File: src/rtl/fetch_pkg.sv
`default_nettype none
// +--------------------------------------------------------------------------+
// | fetch_pkg: shared types and constants for the instruction fetch stage    |
// | Rev 1.0                                                                  |
// +--------------------------------------------------------------------------+
package fetch_pkg;

  typedef enum logic [1:0] {
    IDLE = 2'd0,
    REQ  = 2'd1,
    WAIT = 2'd2,
    DROP = 2'd3
  } fetch_state_e;

  localparam logic [31:0] NOP_INSTR = 32'h0000_0013;
  localparam logic [31:0] PC_STEP   = 32'd4;

  typedef struct packed {
    logic [31:0] pc;
    logic [31:0] instr;
  } fetch_entry_t;

endpackage
`default_nettype wire

File: src/rtl/fetch_fifo.sv
`default_nettype none
// +--------------------------------------------------------------------------+
// | fetch_fifo: synchronous FIFO of {pc, instr} entries with flush           |
// | Rev 1.0                                                                  |
// +--------------------------------------------------------------------------+
module fetch_fifo
  import fetch_pkg::*;
#(
  parameter  int DEPTH = 2,
  localparam int CNT_W = $clog2(DEPTH + 1)
) (
  input  logic             clk_i,
  input  logic             reset_i,
  input  logic             push_i,
  input  fetch_entry_t     wdata_i,
  input  logic             pop_i,
  input  logic             flush_i,
  output fetch_entry_t     rdata_o,
  output logic [CNT_W-1:0] count_o,
  output logic             full_o,
  output logic             empty_o
);

  localparam int PTR_W = $clog2(DEPTH);

  fetch_entry_t     mem_q [DEPTH];
  logic [PTR_W-1:0] wr_ptr_q;
  logic [PTR_W-1:0] rd_ptr_q;
  logic [CNT_W-1:0] count_q;
  logic             do_push;
  logic             do_pop;

  assign empty_o = (count_q == '0);
  assign full_o  = (count_q == CNT_W'(DEPTH));
  assign do_pop  = pop_i && !empty_o;
  // A full FIFO still accepts a push when the head leaves in the same cycle.
  assign do_push = push_i && (!full_o || do_pop);

  always_ff @(posedge clk_i or posedge reset_i) begin
    if (reset_i) begin
      wr_ptr_q <= '0;
      rd_ptr_q <= '0;
      count_q  <= '0;
    end else if (flush_i) begin
      wr_ptr_q <= '0;
      rd_ptr_q <= '0;
      count_q  <= '0;
    end else begin
      if (do_push) wr_ptr_q <= wr_ptr_q + PTR_W'(1);
      if (do_pop)  rd_ptr_q <= rd_ptr_q + PTR_W'(1);
      if (do_push && !do_pop)      count_q <= count_q + CNT_W'(1);
      else if (!do_push && do_pop) count_q <= count_q - CNT_W'(1);
    end
  end

  always_ff @(posedge clk_i) begin
    if (do_push && !flush_i) mem_q[wr_ptr_q] <= wdata_i;
  end

  assign rdata_o = mem_q[rd_ptr_q];
  assign count_o = count_q;

endmodule
`default_nettype wire

File: src/rtl/instr_fetch_unit.sv
`default_nettype none
// +--------------------------------------------------------------------------+
// | instr_fetch_unit: RV32I fetch stage (PC, imem requests, instr buffer)    |
// | Optional FETCH_MISALIGN_CHK_EN flags misaligned redirects. Rev 1.0       |
// +--------------------------------------------------------------------------+
module instr_fetch_unit
  import fetch_pkg::*;
#(
  parameter logic [31:0] RESET_PC   = 32'h0000_0000,
  parameter int          FIFO_DEPTH = 2
) (
  input  logic        clk_i,
  input  logic        reset_i,
  output logic        imem_req_o,
  output logic [31:0] imem_addr_o,
  input  logic        imem_gnt_i,
  input  logic        imem_rvalid_i,
  input  logic [31:0] imem_rdata_i,
  output logic        instr_valid_o,
  input  logic        instr_ready_i,
  output logic [31:0] instr_code_o,
  output logic [31:0] instr_pc_o,
  input  logic        redirect_valid_i,
  input  logic [31:0] redirect_pc_i,
  output logic        fetch_error_o
);

  localparam int             CNT_W     = $clog2(FIFO_DEPTH + 1);
  localparam logic [CNT_W-1:0] DEPTH_CNT = CNT_W'(FIFO_DEPTH);

  fetch_state_e     state_q, state_d;
  logic [31:0]      pc_q, pc_d;
  logic [31:0]      issue_pc_q, issue_pc_d;
  logic [31:0]      redirect_tgt;
  logic             err_active;
  logic             outstanding;
  logic             issue_ok;
  logic             fifo_push, fifo_pop;
  logic             fifo_full, fifo_empty;
  logic [CNT_W-1:0] fifo_count;
  fetch_entry_t     fifo_wdata, fifo_head;

`ifdef FETCH_MISALIGN_CHK_EN
  logic err_q, err_d;

  always_comb begin
    err_d = err_q;
    if (redirect_valid_i) err_d = |redirect_pc_i[1:0];
  end

  always_ff @(posedge clk_i or posedge reset_i) begin
    if (reset_i) err_q <= 1'b0;
    else         err_q <= err_d;
  end

  assign redirect_tgt  = redirect_pc_i;
  assign err_active    = err_q;
  assign fetch_error_o = err_q;
`else
  assign redirect_tgt  = redirect_pc_i & 32'hFFFF_FFFC;
  assign err_active    = 1'b0;
  assign fetch_error_o = 1'b0;
`endif

  assign outstanding = (state_q == WAIT) || (state_q == DROP);
  assign issue_ok    = !err_active && !fifo_full &&
                       ((fifo_count + CNT_W'(outstanding)) < DEPTH_CNT);

  always_ff @(posedge clk_i or posedge reset_i) begin
    if (reset_i) begin
      state_q    <= IDLE;
      pc_q       <= RESET_PC;
      issue_pc_q <= '0;
    end else begin
      state_q    <= state_d;
      pc_q       <= pc_d;
      issue_pc_q <= issue_pc_d;
    end
  end

  always_comb begin
    state_d     = state_q;
    pc_d        = pc_q;
    issue_pc_d  = issue_pc_q;
    imem_req_o  = 1'b0;
    imem_addr_o = pc_q;
    unique case (state_q)
      IDLE: state_d = REQ;
      REQ: begin
        imem_req_o = issue_ok;
        if (issue_ok && imem_gnt_i) begin
          issue_pc_d = pc_q;
          pc_d       = pc_q + PC_STEP;
          state_d    = WAIT;
        end
      end
      WAIT:    if (imem_rvalid_i) state_d = REQ;
      DROP:    if (imem_rvalid_i) state_d = REQ;
      default: state_d = IDLE;
    endcase
    // A redirect wins: any request already granted must have its response discarded.
    if (redirect_valid_i) begin
      pc_d = redirect_tgt;
      if ((state_q == WAIT && !imem_rvalid_i) || (imem_req_o && imem_gnt_i))
        state_d = DROP;
    end
  end

  assign fifo_push  = (state_q == WAIT) && imem_rvalid_i && !redirect_valid_i;
  assign fifo_pop   = instr_valid_o && instr_ready_i && !redirect_valid_i;
  assign fifo_wdata = '{pc: issue_pc_q, instr: imem_rdata_i};

  fetch_fifo #(
    .DEPTH (FIFO_DEPTH)
  ) u_fifo (
    .clk_i   (clk_i),
    .reset_i (reset_i),
    .push_i  (fifo_push),
    .wdata_i (fifo_wdata),
    .pop_i   (fifo_pop),
    .flush_i (redirect_valid_i),
    .rdata_o (fifo_head),
    .count_o (fifo_count),
    .full_o  (fifo_full),
    .empty_o (fifo_empty)
  );

  assign instr_valid_o = !fifo_empty;
  assign instr_code_o  = fifo_empty ? NOP_INSTR : fifo_head.instr;
  assign instr_pc_o    = fifo_empty ? 32'h0 : fifo_head.pc;

endmodule
`default_nettype wire
File: config.mk
export PLATFORM = sky130hd
export DESIGN_NAME = instr_fetch_unit
export DESIGN_NICKNAME = d
export VERILOG_FILES = /design/src/rtl/fetch_pkg.sv /design/src/rtl/fetch_fifo.sv /design/src/rtl/instr_fetch_unit.sv
export SDC_FILE = /design/constraint.sdc
export NUM_CORES = 1
export LEC_CHECK = 0
export BUFFER_PORTS_ARGS = -buffer_cell sky130_fd_sc_hd__buf_2
export CAP_MARGIN = 0
export CORE_ASPECT_RATIO = 0.9
export CORE_MARGIN = 3
export CORE_UTILIZATION = 45
export CTS_CLUSTER_DIAMETER = 200
export CTS_CLUSTER_SIZE = 28
export DETAILED_ROUTE_END_ITERATION = 8
export PLACE_DENSITY_LB_ADDON = 0.1
export SLEW_MARGIN = 0
export SYNTH_ARGS = -nofsm -noshare
export SYNTH_HDL_FRONTEND = slang
export SYNTH_SLANG_ARGS = --single-unit
File: constraint.sdc
create_clock -name clk_i -period 11.6 [get_ports clk_i]
set_clock_uncertainty 0.05 [all_clocks]
set_input_delay 1.74 -clock clk_i [delete_from_list [all_inputs] [get_ports clk_i]]
set_output_delay 1.74 -clock clk_i [all_outputs]
set_load 0.01 [all_outputs]
Word level (Yosys, flattened, before mapping) --
Memory sizes are Yosys's and may differ from the RTL's. Index checks and enable logic that the tools add are counted.
Cells by class: reduce and logical (&&, ||, !) cells 32, $add $sub $neg 6, multiplexer cells 20, equality and inequality tests 4, $lt $le $gt $ge 1
Operators with widths (number):
- two-way mux 32 bit | 5
- adder 32 x 3 -> 32 bit, second input constant | 1
- two-way mux 2 bit | 7
- logical AND 1 bit | 13
- nonzero test 2 bit | 4
- two-way mux 1 bit | 7
- equality test 2 bit, second input constant | 3
- zero test 1 bit | 6
- one-hot mux 2 bit (3 select lines) | 1
- zero test 2 bit | 2
- AND reduction 2 bit | 2
- logical OR 1 bit | 3
- nonzero test 3 bit | 1
- adder 1 bit, second input constant | 2
- adder 2 x 1 -> 2 bit | 1
- adder 2 x 1 -> 2 bit, second input constant | 1
- equality test 2 x 1 -> 1 bit, second input constant | 1
- less-than comparator 2 bit, second input constant | 1
- OR reduction 2 bit | 1
- subtractor 2 x 1 -> 2 bit, second input constant | 1
Word-level totals: input bits 70, memories kept 1, RAM bits 128, register bits 70
Memories:
- u_fifo.mem_q | words 2, width 64, rd ports 1, clocked after Yosys merged registers in 0, wr ports 1, line fetch_fifo.sv:26 | fetch_entry_t mem_q [DEPTH];

Logic depth before layout (Yosys ltp) --
Gate-level depths: netlist of the first run.
depth after elaboration 12, mapped depth 7, depth with buffers taken out 5

Modules after synthesis --
Synthesis of the first run repeated with hierarchy kept, for this count alone.
Unflattened totals: cells, all modules 608, area total of the unflattened synthesis 8431.8 µm²
By module, submodules not included:
- fetch_fifo | cells an instance 229, area each 4859.7 µm², instances 1
- instr_fetch_unit | cells an instance 379, area each 3572.2 µm², instances 1

Least setup slack after synthesis of the first run --
OpenSTA, ideal clock, no wires.
kind input-to-reg, start point input port imem_rvalid_i, end point memory u_fifo.mem_q[1][0] (netlist name) (enable), arrival 6.797 ns, slack 4.182 ns, stages on the path 3, buffers on the path 0, setup time 0.571 ns, path through nand3b_1 or2_2 nor3b_1
On the way: cells in the longest elaborated chain, start to end 6
Ends and longest elaborated chain:
- from (decl) | line instr_fetch_unit.sv:17 | input logic imem_rvalid_i,
- logical AND 1 bit (2 in series) | line instr_fetch_unit.sv:109 | assign fifo_push = (state_q == WAIT) && imem_rvalid_i && !redirect_valid_i;
- logical AND 1 bit | line fetch_fifo.sv:37 | assign do_push = push_i && (!full_o || do_pop);
- logical AND 1 bit | line fetch_fifo.sv:57 | if (do_push && !flush_i) mem_q[wr_ptr_q] <= wdata_i;
- two-way mux 1 bit | line fetch_fifo.sv:57
- two-way mux 1 bit (not written as such) | line fetch_fifo.sv:57
- to (decl) | line fetch_fifo.sv:26
No other way between the ends.

Worst setup path after layout of the first run --
start point register u_fifo.count_q[1] (netlist: u_fifo.count_o[1]), end point output port instr_code_o[0]
On the way: cells in the longest elaborated chain, start to end 2
Ends and longest elaborated chain:
- from (decl) | line fetch_fifo.sv:29 | logic [CNT_W-1:0] count_q;
- from (signal assigned) | line fetch_fifo.sv:51 | if (do_push && !do_pop) count_q <= count_q + CNT_W'(1);
- from (signal assigned) | line fetch_fifo.sv:52 | else if (!do_push && do_pop) count_q <= count_q - CNT_W'(1);
- zero test 2 bit | line fetch_fifo.sv:33 | assign empty_o = (count_q == '0);
- two-way mux 32 bit | line instr_fetch_unit.sv:129 | assign instr_code_o = fifo_empty ? NOP_INSTR : fifo_head.instr;
- to (decl) | line instr_fetch_unit.sv:21 | output logic [31:0] instr_code_o,
No other way between the ends.

==> flow_metrics.tcl, run 1 <==
set metrics [dict create \
    status "finished, final reports clean" \
    leakagePower_nw 3.76 \
    power_switching_mw 0.370 \
    whs_path_depth 0 \
    grt_util_met2_pct 28.7 \
    insertedDiodeCount 0 \
    async_flop_share_pct 34.7 \
    synth_top_cell_by_area "edfxtp_1" \
    final.setup.tns_ns 0 \
    die_area_mm2 0.0193 \
    worstReg2RegEnd "imem_addr_o[16]" \
    layout-drive-gt1-share_pct 25.9 \
    grt-busiest-layer "met2" \
    grt_pass1_vias 5424 \
    synthToLayoutAreaGrowth_pct 19.9 \
    port_buffers 161 \
    nets 866 \
    yosys_warnings 0 \
    rows 45 \
    crit_fanout 42 \
    cts_made_buffers 17 \
    p_seq_share_pct 55.4 \
    ios 169 \
    synth_area_leaders "edfxtp_1, dfrtp_1, mux2i_1" \
    grt_first_pass_wirelength_um 28200 \
    max_stage_delay_ns 0.51 \
    post_cts_buffers 0 \
    relSlewSlack_pct 23.6 \
    clk_latency_ns 0.42 \
    wl_per_cell_um 16.7 \
    hp-start "issue_pc_q[31]" \
    cts_root_buf "clkbuf_16" \
    hold_slack_ns 0.417 \
    synth_flop_cell "edfxtp_1" \
    hold_class "flip-flop to flip-flop" \
    die-height_um 132 \
    met1_usage_pct 25.6 \
    ff2ff_setup_slack_ns 8.87 \
    start_util_pct 46.4 \
    seq_area_frac_synth_pct 67.6 \
    via_per_inst 5.15 \
    via_count 5374 \
    fmax_mhz 240 \
    gp_congestion 0.839 \
    crit_path_top_delay_cell "dfrtp_1" \
    cts_buffer_depth 2 \
    cellInternalPower_mw 1.14 \
    rsz0062_at_grt "false" \
    worstPathArrival_ns 2.37 \
    die_x_um 146 \
    r2r-start "u_fifo.count_o[1]" \
    p_per_area_mw_per_mm2 159 \
    design.core.area_mm2 0.0171 \
    path_cells "nor2_4 -> buf_4 -> inv_1 -> nand2_1 -> buf_2" \
    avgSynthCellArea_um2 12.4 \
    drv_slew 0 \
    setup_viol 0 \
    setup_ws_ns 7.44 \
    fin_crit_ns 4.16 \
    netlist_area_mm2 0.00795 \
    htreeDepth 4 \
    maxCapViolations 0 \
    fin_cells 1043 \
    layout_commonest_cell "buf_2" \
    drt_iter0_markers 272 \
    cts.sinks 190 \
    grt.met3_usage_pct 4.64 \
    p_clk_share_pct 35.5 \
    ir_drop_mv 0.108 \
    comb_power_share_pct 9.1 \
    netlist-cell-type-count 46 \
    tightestPinTransition_ns 1.15 \
    drc 0 \
    drt_wl_total_um 17400 \
    firstDrtPassIters 5 \
    postCtsHoldBufs 0 \
    reg2reg_depth 5 \
    tritoncts "yes" \
    ys_ff_latch 190 \
    antenna_found_initial 0 \
    fin_crit_sh_pct 35.9 \
    grt_max_degree 67 \
    post-place-ws_ns 7.54 \
    ant_nets 0 \
    clkTransAtPathRegs_ns 0.06 \
    power_mw 1.51 \
    overflow 0 \
    worstPathRequired_ns 9.81 \
    critical_path_class "flip-flop to output pin" \
    p_sw_share_pct 24.5 \
    dp_hpwl_um 11100 \
    cts_resized 0 \
    dpl.cell_count 1011 \
    hold_violations 0 \
    min_to "u_fifo.mem_q[1][63]" \
    critPathCaptureType "output pin" \
    synth_cells 642 \
    final_cell_mix "buf_2, nand2_1, edfxtp_1, nor2_1, dfrtp_1" \
    synth_edf_count 124 \
    grt_usage_pct 18.2 \
    start_kind "flip-flop" \
    synth_top_area_share_pct 46.8 \
]
## final cells by class
cell class                      count  area [um^2]
Fill cell                        1500         7590
Clock inverter                     11         95.1
Multi-Input combinational cell    412         2420
Timing Repair Buffer              170          873
Inverter                            4         15.0
Tap cell                          235          294
Clock buffer                       21          450
Sequential cell                   190         5380
## stage by stage
stage	util, %	cell area [um^2]
finish	55.7	9530
global route	55.7	9530
CTS	55.7	9530
detailed placement	52.5	8980
global placement	52.5	8980
floorplan	-	7960
## power groups by stage
stage / Sequential, mW / Combinational (mW) / Clock, mW
floorplan: 0.840 / 0.0863 / 0
global placement: 0.848 / 0.136 / 0
detailed placement: 0.852 / 0.140 / 0
CTS: 0.838 / 0.141 / 0.551
global route: 0.847 / 0.156 / 0.578
finish: 0.838 / 0.138 / 0.537
## synth_stat cells, types with 3 or more instances
cell type and instances:
buf_4 5, dfrtp_1 66, nand2_1 124, edfxtp_1 124, nand4_1 11, buf_2 5, a31oi_1 13, o31ai_1 11
nor3_1 3, or3_1 3, nand3_1 15, xnor2_1 4, mux2i_1 64, nor4_1 3, o211ai_1 4, o21ai_0 14
or4_1 17, nor3b_1 4, inv_1 4, buf_1 10, and3_1 3, and4_1 5, xor2_1 8, clkbuf_1 19
nor2_1 78
## critical path, delay by kind of cell, from the launching register on
family | cells | cell delay, ns
buf+inv | 3 | 0.86
flops | 1 | 0.51
simple gates | 2 | 0.54
## logic make-up after synthesis
group           count (synthesis)  synth area share [%]
compound gates                 49                  3.97
xor+xnor                       12                  1.32
fa+ha+maj                       1                 0.157
buf+inv                        44                  2.49
flops                         190                  67.6
mux                            64                  8.06
other cells                     1                0.0472
simple gates                  281                  16.3
## worst max-delay path by stage
stage                                    end  slack, ns              start  cells after the start
after CTS                    instr_code_o[0]       7.38  u_fifo.count_o[1]                      5
final                        instr_code_o[0]       7.44  u_fifo.count_o[1]                      5
after global routing         instr_code_o[0]       7.16  u_fifo.count_o[1]                      5
after floorplan           u_fifo.mem_q[1][0]       4.18      imem_rvalid_i                      3
after detailed placement     imem_addr_o[16]       7.54         imem_gnt_i                      6
after global placement       imem_addr_o[18]       7.69         imem_gnt_i                      6
## state kept, by name, summed over array words and instances (netlist names)
name / flops
u_fifo.wr_ptr_q: 1
u_fifo.mem_q: 124
imem_addr_o: 30
u_fifo.count_o: 2
state_q: 2
issue_pc_q: 30
u_fifo.rd_ptr_q: 1
## metal layers
metal  up-vias  part of all wire (%)  routed length (um)
li1       2611                     -                   -
met3        15                   6.2                1080
met2       193                    47                8130
met5         -                     0                   0
met1      2555                    46                8060
met4         0                  0.99                 172
(Power assumes the default switching activity.)
==> inputs of run 2 (changes only) <==
Clock period 11.6 ns to 3.9 ns, I/O delays scaled along.
==> flow_metrics.tcl, run 2 (synthesized netlist as in run 1, its figures left out) <==
set metrics [dict create \
    critPathBufInv 2 \
    postCtsHoldBufs 0 \
    hold_class "input port to asynchronous set/reset pin" \
    cts_resized 0 \
    drt_iter0_markers 282 \
    p_per_area_mw_per_mm2 481 \
    max_stage_delay_ns 0.84 \
    critical_path_class "flip-flop to output pin" \
    p_clk_share_pct 37.1 \
    tightestPinTransition_ns 0.642 \
    dp_hpwl_um 12000 \
    fin_crit_sh_pct 71.6 \
    die_area_mm2 0.0193 \
    clk_latency_ns 0.43 \
    grt_pass1_vias 5525 \
    cp_top_family "flip-flops" \
    setup_viol 0 \
    multiInputGateArea_mm2 0.00244 \
    postLayoutCoreUtil_pct 56.3 \
    maxCapViolations 0 \
    power_switching_mw 1.17 \
    hold_violations 0 \
    leakagePower_nw 3.83 \
    ios 169 \
    firstDrtPassIters 4 \
    place_area_mm2 0.00905 \
    fin_area_mm2 0.00964 \
    cts_buffer_depth 2 \
    ir_drop_mv 0.319 \
    drt_wl_total_um 17800 \
    antenna_found_initial 0 \
    die_x_um 146 \
    path_cells "buf_4 -> mux2i_1 -> nor2_1 -> buf_2" \
    relSlewSlack_pct 57.2 \
    p_sw_share_pct 25.2 \
    wl_per_cell_um 17.0 \
    start_kind "flip-flop" \
    port_buffers 161 \
    grt_first_pass_wirelength_um 28600 \
    dpl.cell_count 1016 \
    p_seq_share_pct 53.9 \
    via_per_inst 5.21 \
    insertedDiodeCount 0 \
    nets 871 \
    overflow 0 \
    critPathCaptureType "output pin" \
    die-height_um 132 \
    grt_max_degree 42 \
    crit_path_top_delay_cell "dfrtp_4" \
    worstPathRequired_ns 3.26 \
    worstPathArrival_ns 2.16 \
    layout-drive-gt1-share_pct 26.8 \
    final_cell_mix "buf_2, nand2_1, edfxtp_1, nor2_1, dfrtp_1" \
    largest_reg_flops 124 \
    start_util_pct 46.4 \
    tritoncts "yes" \
    rows 45 \
    rsz0062_at_grt "false" \
    design.core.area_mm2 0.0171 \
    via_count 5464 \
    cts.sinks 190 \
    htreeDepth 4 \
    ant_nets 0 \
    clkTransAtPathRegs_ns 0.07 \
    synthToLayoutAreaGrowth_pct 21.2 \
    crit_fanout 35 \
    cellInternalPower_mw 3.47 \
    status "finished, final reports clean" \
    comb_power_share_pct 9.1 \
    fin_crit_ns 2.79 \
    drv_slew 0 \
    drc 0 \
    top_register "u_fifo.mem_q" \
    fin_cells 1048 \
    final.setup.tns_ns 0 \
    cts_root_buf "clkbuf_16" \
    seqCellArea_mm2 0.00538 \
    layout_commonest_cell "buf_2" \
    post_cts_buffers 0 \
    cts_made_buffers 17 \
    grt_usage_pct 18.7 \
    gp_congestion 0.849 \
    num-fill-cells 1517 \
    fmax_mhz 358 \
]
run 2: cell types whose count changed in the layout (fill, tap and decap cells not counted), moves of 2 or more:
cell / previous run / this run
clkinvlp_4: 5 / 3
buf_4: 9 / 13
clkbuf_1: 3 / 0
inv_6: 0 / 3
run 2: per-stage QoR:
stage | total power [mW] | hold slack [ns] | setup WS [ns]
after detailed placement | 2.96 | 0.402 | 1.21
final | 4.64 | 0.171 | 1.11
after global routing | 4.85 | 0.202 | 0.954
after CTS | 4.68 | 0.170 | 1.02
after global placement | 2.94 | 0.401 | 1.22
after floorplan | 2.76 | 0.392 | 0.670
run 2: per-layer routing:
metal | global-route usage [%] | routed length [um]
met5 | 0 | 0
met4 | 4.70 | 157
met3 | 5.67 | 1320
met2 | 29.1 | 8180
met1 | 26.1 | 8150
run 2: area by class of cell:
class                   count  share of cell area, %
multi-input cells         412                   25.3
inverters                   4                  0.156
clock buffers              17                   4.41
clock inverters            15                   1.71
well taps                 235                   3.05
repair buffers            175                   9.58
flip-flops and latches    190                   55.8
run 2: worst reg2reg max path, cell delays in order, from the launching register on:
cell      delay (ns)
dfrtp_1         0.51
nor4bb_4        0.64
buf_4           0.48
nand3_1         0.22
or4_1           0.50
nand3_1         0.10
run 2: power groups by stage:
stage,clock [mW],combinational (mW),sequential [mW]
2_1_floorplan,0,0.258,2.50
3_5_place_dp,0,0.424,2.54
6_report,1.72,0.420,2.50
3_3_place_gp,0,0.414,2.52
5_1_grt,1.85,0.478,2.52
4_1_cts,1.76,0.428,2.50
run 2: worst paths after layout:
check                                   from                  end  slack, ns  depth (start not counted)
setup / recovery             u_fifo.rd_ptr_q       instr_pc_o[23]       1.11                          4
hold / removal                       reset_i    u_fifo.count_o[0]       0.17                          2
setup reg to reg           u_fifo.count_o[1]      imem_addr_o[12]       1.35                          5
hold reg to reg               issue_pc_q[30]  u_fifo.mem_q[0][62]       0.42                          0
max in group asynchronous            reset_i      imem_addr_o[24]       2.84                          3
min in group clk_i          imem_rdata_i[14]  u_fifo.mem_q[1][14]       0.29                          1
